File: src/rtl/traffic_ctrl_param.sv
// Highway / country-road junction controller with a tick prescaler, demand-driven
// country-road service and a night flashing mode.
module traffic_ctrl_param #(
  parameter int unsigned TICK_DIV   = 50000000,
  parameter int unsigned HW_GREEN_T = 25,
  parameter int unsigned CT_GREEN_T = 10,
  parameter int unsigned YEL_T      = 3,
  parameter int unsigned TW         = 7
) (
  input  logic          clk,
  input  logic          rst,
  input  logic          car,
  input  logic          night,
  output logic [1:0]    hw_color,
  output logic [1:0]    ct_color,
  output logic [TW-1:0] hw_time,
  output logic [TW-1:0] ct_time,
  output logic [2:0]    state_now
);

  localparam logic [2:0] HwGreen  = 3'b000;
  localparam logic [2:0] HwYellow = 3'b001;
  localparam logic [2:0] CtGreen  = 3'b010;
  localparam logic [2:0] CtYellow = 3'b011;
  localparam logic [2:0] Night    = 3'b100;

  localparam logic [1:0] ColRed = 2'b00;
  localparam logic [1:0] ColYel = 2'b01;
  localparam logic [1:0] ColGrn = 2'b10;
  localparam logic [1:0] ColOff = 2'b11;

  localparam int unsigned PW = (TICK_DIV > 1) ? $clog2(TICK_DIV) : 1;
  localparam logic [PW-1:0] PresMax = PW'(TICK_DIV - 1);
  localparam logic [TW-1:0] HwLoad  = TW'(HW_GREEN_T - 1);
  localparam logic [TW-1:0] CtLoad  = TW'(CT_GREEN_T - 1);
  localparam logic [TW-1:0] YelLoad = TW'(YEL_T - 1);
  localparam logic [TW-1:0] YelAdd  = TW'(YEL_T);

  logic [PW-1:0] presc_q, presc_d;
  logic [2:0]    state_q, state_d;
  logic [TW-1:0] cnt_q, cnt_d;
  logic          car_q, car_d;
  logic          flash_q, flash_d;
  logic          tick;

  assign tick = (presc_q == PresMax);

  always_comb begin
    presc_d = tick ? '0 : presc_q + 1'b1;
    state_d = state_q;
    cnt_d   = cnt_q;
    flash_d = flash_q;
    car_d   = car_q | (car & (state_q != CtGreen));
    if (tick) begin
      case (state_q)
        HwGreen: begin
          if (night) begin
            state_d = Night;
            cnt_d   = '0;
            flash_d = 1'b1;
            car_d   = 1'b0;
          end else if (cnt_q == '0) begin
            // With no demand the counter simply parks at zero.
            if (car_q) begin
              state_d = HwYellow;
              cnt_d   = YelLoad;
            end
          end else begin
            cnt_d = cnt_q - 1'b1;
          end
        end
        HwYellow: begin
          if (cnt_q == '0) begin
            state_d = CtGreen;
            cnt_d   = CtLoad;
            car_d   = 1'b0;
          end else begin
            cnt_d = cnt_q - 1'b1;
          end
        end
        CtGreen: begin
          if (cnt_q == '0) begin
            state_d = CtYellow;
            cnt_d   = YelLoad;
          end else begin
            cnt_d = cnt_q - 1'b1;
          end
        end
        CtYellow: begin
          if (cnt_q == '0) begin
            state_d = HwGreen;
            cnt_d   = HwLoad;
          end else begin
            cnt_d = cnt_q - 1'b1;
          end
        end
        Night: begin
          flash_d = ~flash_q;
          if (!night) begin
            state_d = HwGreen;
            cnt_d   = HwLoad;
          end
        end
        default: begin
          state_d = HwGreen;
          cnt_d   = HwLoad;
        end
      endcase
    end
  end

  always_ff @(posedge clk) begin
    if (!rst) begin
      presc_q <= '0;
      state_q <= HwGreen;
      cnt_q   <= HwLoad;
      car_q   <= 1'b0;
      flash_q <= 1'b1;
    end else begin
      presc_q <= presc_d;
      state_q <= state_d;
      cnt_q   <= cnt_d;
      car_q   <= car_d;
      flash_q <= flash_d;
    end
  end

  // Outputs depend on registered state only.
  always_comb begin
    hw_color  = ColRed;
    ct_color  = ColRed;
    hw_time   = cnt_q;
    ct_time   = cnt_q;
    state_now = state_q;
    case (state_q)
      HwGreen: begin
        hw_color = ColGrn;
        ct_time  = cnt_q + YelAdd;
      end
      HwYellow: hw_color = ColYel;
      CtGreen: begin
        ct_color = ColGrn;
        hw_time  = cnt_q + YelAdd;
      end
      CtYellow: ct_color = ColYel;
      Night: begin
        hw_color = flash_q ? ColYel : ColOff;
        ct_color = flash_q ? ColYel : ColOff;
        hw_time  = '0;
        ct_time  = '0;
      end
      default: begin
        hw_color = ColRed;
        ct_color = ColRed;
      end
    endcase
  end

endmodule
File: config.mk
export PLATFORM = sky130hd
export DESIGN_NAME = traffic_ctrl_param
export DESIGN_NICKNAME = d
export VERILOG_FILES = /design/src/rtl/traffic_ctrl_param.sv
export SDC_FILE = /design/constraint.sdc
export NUM_CORES = 1
export LEC_CHECK = 0
export BUFFER_PORTS_ARGS = -buffer_cell sky130_fd_sc_hd__buf_2
export CAP_MARGIN = 30
export CORE_UTILIZATION = 25
export CTS_CLUSTER_DIAMETER = 100
export DETAILED_ROUTE_END_ITERATION = 8
export GPL_ROUTABILITY_DRIVEN = 0
export MAX_ROUTING_LAYER = met4
export SLEW_MARGIN = 20
export SYNTH_ARGS = -nofsm -noshare
export SYNTH_HDL_FRONTEND = slang
export SYNTH_SLANG_ARGS = --single-unit
File: constraint.sdc
create_clock -name clk -period 3.3 [get_ports clk]
set_input_delay 0.495 -clock clk [delete_from_list [all_inputs] [get_ports clk]]
set_output_delay 0.495 -clock clk [all_outputs]
set_load 0.01 [all_outputs]
Word-level counts from Yosys, hierarchy flattened. Index checks and enable logic that the tools add are counted.

$add $sub $neg: 3. Multipliers: 0. Div/mod/pow operators: 0. Magnitude comparators: 0. Equal/unequal tests: 14. Shift operators: 0. Mux-type cells: 27. Bitwise logic cells: 4. Reductions and logical operators: 7.

Operators with widths (count): two-way mux 7 bit (7); case mux 7 bit (5 select lines) (1); case mux 7 bit (2 select lines) (2); adder 26 x 1 -> 26 bit, second input constant (1); equality test 26 bit, second input constant (1); two-way mux 3 bit (7); case mux 3 bit (5 select lines) (1); case mux 2 bit (3 select lines) (2); != test 2 bit, second input constant (5); adder 7 x 2 -> 7 bit, second input constant (1); zero test 7 bit (1); AND reduction 7 bit (1); subtractor 7 x 1 -> 7 bit, second input constant (1); equality test 3 x 2 -> 1 bit, second input constant (2); != test 3 bit, second input constant (2); AND reduction 3 bit (2); two-way mux 1 bit (4); != test 4 bit, second input constant (1); case mux 1 bit (2 select lines) (2); equality test 3 x 1 -> 1 bit, second input constant (1); equality test 3 bit, second input constant (1); zero test 3 bit (1); != test 3 x 2 -> 1 bit, second input constant (1); two-way mux 2 bit (1); 5 further kinds (6).

Flip-flop bits (word level): 38. Bits in latches: 0. Bits in writable memories: 0. Bits in read-only memories: 0. Bits of input ports: 4. Output and inout port bits: 21. Memories kept: 0.

Depth between registers and ports, before layout. Gate-level depths: netlist of run 1.

Depth after elaboration: 6. Depth in mapped cells: 8. Depth with buffers taken out: 7.

Worst setup path after synthesis of run 1. OpenSTA, ideal clock, no wires.

Kind: flip-flop to output port. Start: register cnt_q[0]. End: output port hw_time[6]. Arrival: 1.788 ns. Required time: 2.805 ns. Path slack: 1.017 ns. Stages on the path, launching flop included: 9. Buffers on the path: 1. Path through: dfxtp_1 > clkbuf_1 > inv_1 > ha_1 > and3b_1 > and3_1 > and3_1 > a21oi_1 > o21ai_0.

Cells in the longest elaborated chain, start to end: 2.

RTL lines: start: declaration (line 41) `logic [TW-1:0] cnt_q, cnt_d;`; start signal: assignment (line 116) `cnt_q <= HwLoad;`; start signal: assignment (line 122) `cnt_q <= cnt_d;`; adder 7 x 2 -> 7 bit (line 143) `hw_time = cnt_q + YelAdd;`; case mux 7 bit (2 select lines) (line 135) `case (state_q)`; end: declaration (line 16) `output logic [TW-1:0] hw_time,`.

Every way passes these cells.

Worst setup path in the final report of run 1. Ends and elaborated chain as after synthesis.

==> run summary, run 1 <==
first-pass GRT wire length -> 9800 um
final hold vios -> 0
Max-Cap Viols -> 0
number of cells after detailed placement -> 426
Synth area leaders -> dfxtp_1 32%, xor2_1 6.7%, nor2_1 6.1%
asr flop ratio synth -> 0%
gr ovfl total -> 0
Antenna Nets Post-Route -> 0
met2 WL -> 2620 um
crit path DAT -> 2.31 ns
R2R setup slack -> 1.03 ns
clk root buf -> clkbuf_8
Initial DRC Count -> 148
Startpoint Class -> flip-flop
core area -> 9200 um^2
status -> complete, no violations
Yosys cell types -> 50
FMAX -> 0.356 GHz
drt wl/cell -> 13.7 um
row cnt -> 35
peak supply drop -> 175 uV
path depth of the worst reg2reg path -> 5
WL final -> 5930 um
Tcrit/Tclk final -> 85.1%
Gate Count Post-Synth -> 307
Worst Hold Depth -> 1
chip height -> 99.1 um
Pins Over Slew Limit -> 0
clk_skew -> 0.0117 ns
vias in the first global route -> 1984
initial antenna violation count -> 0
Final setup viols -> 0
final non-filler cell total -> 434
Setup TNS Final -> 0 ns
Post-synth EDFFs -> 0
hold endpoint -> presc_q[0]$_SDFF_PP0_
clock latency at the later pin of the worst-skew pair -> 0.29 ns
CTS tree -> done
share of the yosys chip area belonging to registers -> 32.3%
Synth-to-Final Area Change -> 13.2%
post-synth top area share -> 32.3%
IO Pins -> 25
1st-pass router iterations -> 4
Yosys warning count -> 0
clock transition at the registers of the reported paths -> 0.08 ns
Setup Fix Bufs, Post-CTS -> 0
total CTS buffers -> 5
largest net degree at the start of global routing -> 25
DR vias/cell -> 5.14
Hold Slack -> 0.480 ns
Most used DFF post-synth -> dfxtp_1
Starting Density -> 25.6%
leak pwr -> 1.00 nW
routed vias -> 2230
port buffer count -> 24
relative slew slack -> 48.6%
share of cells above drive strength 1 -> 12.7%
H-tree depth -> 2
WL met3 -> 412 um
diode count -> 0
FILL cells -> 1019
Final Total Pwr -> 0.884 mW
crit path max fanout -> 8
Post-CTS Hold Fix Bufs -> 0
post-detail-place hpwl -> 4130 um
Reg2Reg Launch Point -> state_now[1]$_SDFFE_PN0P_
Synth area leader -> dfxtp_1
most frequent cells in the layout -> 38 x nor2_1, 38 x dfxtp_1, 25 x nand2_1, 24 x buf_2
worst hold path class -> reg2reg
Crit. End Element -> output pin
Worst Path Required -> 2.80 ns
Die X-Extent -> 99.1 um
Overall Global Routing Usage -> 12.7%
Worst-Margin Slew -> 0.769 ns
Longest Clk Path Bufs -> 2
R2R Path End -> cnt_q[5]$_SDFFE_PN0P_
Top Layer Used -> met4
crit path kind -> reg2out
fin area -> 2670 um^2
worst hold start -> presc_q[0]$_SDFF_PP0_
Synth Register Bits -> 38
syn avg cell area -> 7.68 um^2
RSZ-0062 raised after global routing -> false
DRC violations left -> 0
syn nets -> 314
die area -> 9820 um^2
placed cell area -> 2560 um^2
Resized cells post-CTS -> 0
met1 WL -> 2860 um
Synth Cell Area -> 2360 um^2
Tmin final -> 2.81 ns
CTS sink cnt -> 38
nets@finish -> 329
Pwr Density -> 331 nW/um^2
[cell usage after synthesis, types with 3 or more instances]
cell type  instances
a21oi_1           17
a22o_1             4
and2_1             4
and3_1             9
and4_1             4
buf_1              3
buf_2              4
clkbuf_1          11
dfxtp_1           38
ha_1               3
inv_1             10
nand2_1           25
nand2b_1           3
nand3_1           17
nand4_1            9
nor2_1            38
nor3_1             9
nor4_1             5
o211ai_1           5
o21ai_0           18
o31ai_1            4
or4_1              4
xnor2_1            8
xor2_1            18
[metrics by stage]
step | setup WS (ns) | util, %
after floorplan | 1.02 | -
after global placement | 0.879 | 27.8
after detailed placement | 0.843 | 27.8
after CTS | 0.510 | 29.0
after global routing | 0.386 | 29.0
final | 0.493 | 29.0
[critical path, stage by stage, from the launching register on]
cell and delay [ns]:
dfxtp_1 0.50, inv_1 0.15, ha_1 0.31, and3b_1 0.32, and3_1 0.22, and3_1 0.16
a21oi_1 0.04, o21ai_0 0.16, buf_2 0.16
[worst max path at each step]
stage,startpoint,end
detailed placement,cnt_q[0]$_SDFFE_PN0P_,hw_time[6]
floorplan,cnt_q[0]$_SDFFE_PN0P_,hw_time[6]
CTS,cnt_q[0]$_SDFFE_PN0P_,hw_time[6]
global placement,cnt_q[0]$_SDFFE_PN0P_,hw_time[6]
global route,cnt_q[0]$_SDFFE_PN0P_,hw_time[6]
finish,cnt_q[0]$_SDFFE_PN0P_,hw_time[6]
[per-layer routing]
layer	vias to the layer above	GRT usage [%]
met5	-	-
met4	0	3.39
met3	6	2.74
met2	67	19.3
met1	1021	17.2
li1	1136	-
[state kept, by name, indices dropped and copies added (netlist names)]
signal and cells:
car_q 1, cnt_q 7, flash_q 1, presc_q 26, state_now 3
[power breakdown]
| group | internal, mW | switching [mW] | leakage [nW] |
|---|---|---|---|
| clock network | 0.226 | 0.166 | 0.0514 |
| registers | 0.462 | 0.00411 | 0.307 |
| logic | 0.00830 | 0.0173 | 0.645 |
| total | 0.696 | 0.188 | 1.00 |
[kinds of logic after synthesis]
| logic type | synth area share, % |
|---|---|
| xor gates and xnor gates | 9.66 |
| and+or+nand+nor | 32.1 |
| muxes | 0.849 |
| DFF | 32.3 |
| adders and majority gates | 1.59 |
| buffers and inverters | 4.83 |
| AOI/OAI and AO/OA | 18.7 |
[layout make-up]
type	count	area, um^2	share of cell area (%)
well taps	111	139	5.20
clock inverters	2	37.5	1.41
inverters	11	41.3	1.55
clock buffers	6	72.6	2.72
multi-input cells	240	1480	55.6
flip-flops and latches	38	761	28.5
repair buffers	26	135	5.06
No activity file was read; power rests on OpenSTA's default activity.
==> inputs of run 2 (changes only) <==
--- a/config.mk
+++ b/config.mk
@@ -7,7 +7,7 @@
 export LEC_CHECK = 0
 export BUFFER_PORTS_ARGS = -buffer_cell sky130_fd_sc_hd__buf_2
 export CAP_MARGIN = 30
-export CORE_UTILIZATION = 25
+export CORE_UTILIZATION = 40
 export CTS_CLUSTER_DIAMETER = 100
 export DETAILED_ROUTE_END_ITERATION = 8
 export GPL_ROUTABILITY_DRIVEN = 0
==> run 2 against run 1 <==
  * Total power rose by 0.18%
  * Sequential power hardly changed
  * Routed wire length decreased by 1.9%
  * Critical path depth stayed put
  * Global-route usage rose by 7.9 points
  * Clock-buffer cell count fell by 1
  * Clock power about the same
  * Fmax rose by 1.3%
  * Utilization up 18 points
  * Critical endpoint unchanged
  * Via count increased by 1.0%
  * Final cell count down 8.8%
==> run summary, run 2 (synthesis results as in run 1) <==
status -> complete, no violations
leak pwr -> 1.01 nW
initial antenna violation count -> 0
Tmin final -> 2.77 ns
Crit. End Element -> output pin
core area -> 5610 um^2
Reg2Reg Launch Point -> presc_q[0]$_SDFF_PP0_
Antenna Nets Post-Route -> 0
FILL cells -> 597
drt wl/cell -> 14.7 um
part of the power in combinational logic -> 2.9%
Most Crowded Layer GR -> met1
vias in the first global route -> 1954
CTS sink cnt -> 38
die area -> 6200 um^2
Post-CTS Hold Fix Bufs -> 0
max reg flops -> 26
Final WS setup -> 0.529 ns
CTS tree -> done
Tcrit/Tclk final -> 84.0%
Worst Path Required -> 2.80 ns
diode count -> 0
row cnt -> 27
post-detail-place hpwl -> 4040 um
Pwr Density -> 337 nW/um^2
Most flops, register -> presc_q
crit path DAT -> 2.28 ns
port buffer count -> 24
WL final -> 5820 um
NetSw -> 0.193 mW
IO Pins -> 25
Die X-Extent -> 78.8 um
clk_skew -> 0.00959 ns
H-tree depth -> 2
CP startpoint -> cnt_q[0]$_SDFFE_PN0P_
peak supply drop -> 217 uV
Pint -> 0.693 mW
Worst-Margin Slew -> 0.804 ns
Bufs and invs on worst path -> 2
Starting Density -> 42.0%
clock share of power -> 44.4%
final hold vios -> 0
Startpoint Class -> flip-flop
Pins Over Slew Limit -> 0
clk root buf -> clkbuf_8
Longest Clk Path Bufs -> 2
clock transition at the registers of the reported paths -> 0.07 ns
R2R Path End -> presc_q[23]$_SDFF_PP0_
Final setup viols -> 0
DR vias/cell -> 5.69
routed vias -> 2253
nets@finish -> 330
Setup TNS Final -> 0 ns
Resized cells post-CTS -> 0
GR Util met3 -> 3.33%
chip height -> 78.8 um
relative slew slack -> 46.2%
share of cells above drive strength 1 -> 13.3%
worst setup path endpoint -> hw_time[6]
DRC violations left -> 0
Overall Global Routing Usage -> 20.6%
clock latency at the later pin of the worst-skew pair -> 0.30 ns
gr ovfl total -> 0
first-pass GRT wire length -> 9840 um
slowest stage delay, CP -> 0.47 ns
most frequent cells in the layout -> 38 x nor2_1, 38 x dfxtp_1, 25 x nand2_1, 24 x buf_2
Final Util -> 46.8%
total CTS buffers -> 5
met1 Use GR -> 29.5%
area occupied by registers -> 761 um^2
RSZ-0062 raised after global routing -> false
critical path's slowest cell -> dfxtp_1
crit-path cells -> inv_1, ha_1, and3b_1, and3_1, a21oi_1, o21ai_0, o21ai_0, buf_2
grt met2 use -> 29.3%
crit path max fanout -> 8
Synth-to-Final Area Change -> 11.4%
Switching Fraction -> 21.7%
worst hold path class -> reg2reg
FMAX -> 0.361 GHz
critical path depth -> 8
Seq pwr share -> 52.7%
R2R setup slack -> 1.06 ns
multi-input combinational cell area -> 1480 um^2
Setup Fix Bufs, Post-CTS -> 0
largest net degree at the start of global routing -> 28
Top cell by count, worst path -> o21ai_0
Max-Cap Viols -> 0
1st-pass router iterations -> 4
worst hold start -> presc_q[0]$_SDFF_PP0_
Initial DRC Count -> 174
pre-CTS WS -> 0.902 ns
delay-heaviest family, CP -> simple AND/OR/NAND/NOR gates
crit path kind -> reg2out
path depth of the worst reg2reg path -> 6
-- run 2: cell count changes in the layout (fill, tap and decap cells not counted) --
cell,delta
clkinv_2,+2
buf_4,+1
clkbuf_1,-1
clkinvlp_4,-1
-- run 2: worst register-to-register path: stages (launching register included) --
cell	delay [ns]
dfxtp_1	0.38
ha_1	0.22
nand2_1	0.17
nor4_4	0.38
nand2_2	0.19
nand2_1	0.64
nor2_1	0.12
-- run 2: cell type report --
class | instances | share of cell area [%]
Clock buffer | 5 | 2.62
Inverter | 11 | 1.57
Sequential cell | 38 | 29.0
Tap cell | 72 | 3.43
Multi-Input combinational cell | 240 | 56.5
Timing Repair Buffer | 27 | 5.43
Clock inverter | 3 | 1.52
-- run 2: worst min-delay path by stage --
stage	endpoint	depth (start not counted)
2_1_floorplan	presc_q[0]$_SDFF_PP0_	1
3_3_place_gp	presc_q[0]$_SDFF_PP0_	1
3_5_place_dp	presc_q[0]$_SDFF_PP0_	1
4_1_cts	presc_q[0]$_SDFF_PP0_	1
5_1_grt	flash_q$_SDFFE_PN1P_	2
6_report	presc_q[0]$_SDFF_PP0_	1
-- run 2: power by group through the flow --
stage	clock network (mW)	logic, mW	registers (mW)
floorplan	0	0.0185	0.476
global placement	0	0.0255	0.477
detailed placement	0	0.0256	0.477
CTS	0.401	0.0257	0.466
global route	0.413	0.0286	0.467
finish	0.393	0.0256	0.466
-- run 2: through the flow --
step | hold slack (ns) | power (mW) | std cells | area, um^2
global route | 0.512 | 0.908 | 396 | 2630
global placement | 0.454 | 0.502 | 388 | 2520
CTS | 0.485 | 0.893 | 396 | 2630
detailed placement | 0.468 | 0.503 | 388 | 2520
floorplan | 0.438 | 0.495 | 307 | 2360
finish | 0.480 | 0.885 | 396 | 2630
-- run 2: metal layers --
layer  vias to the layer above  part of all wire [%]
li1                       1135                     -
met1                      1062                    52
met2                        49                    41
met3                         7                   5.3
met4                         0                   1.2
met5                         -                     0
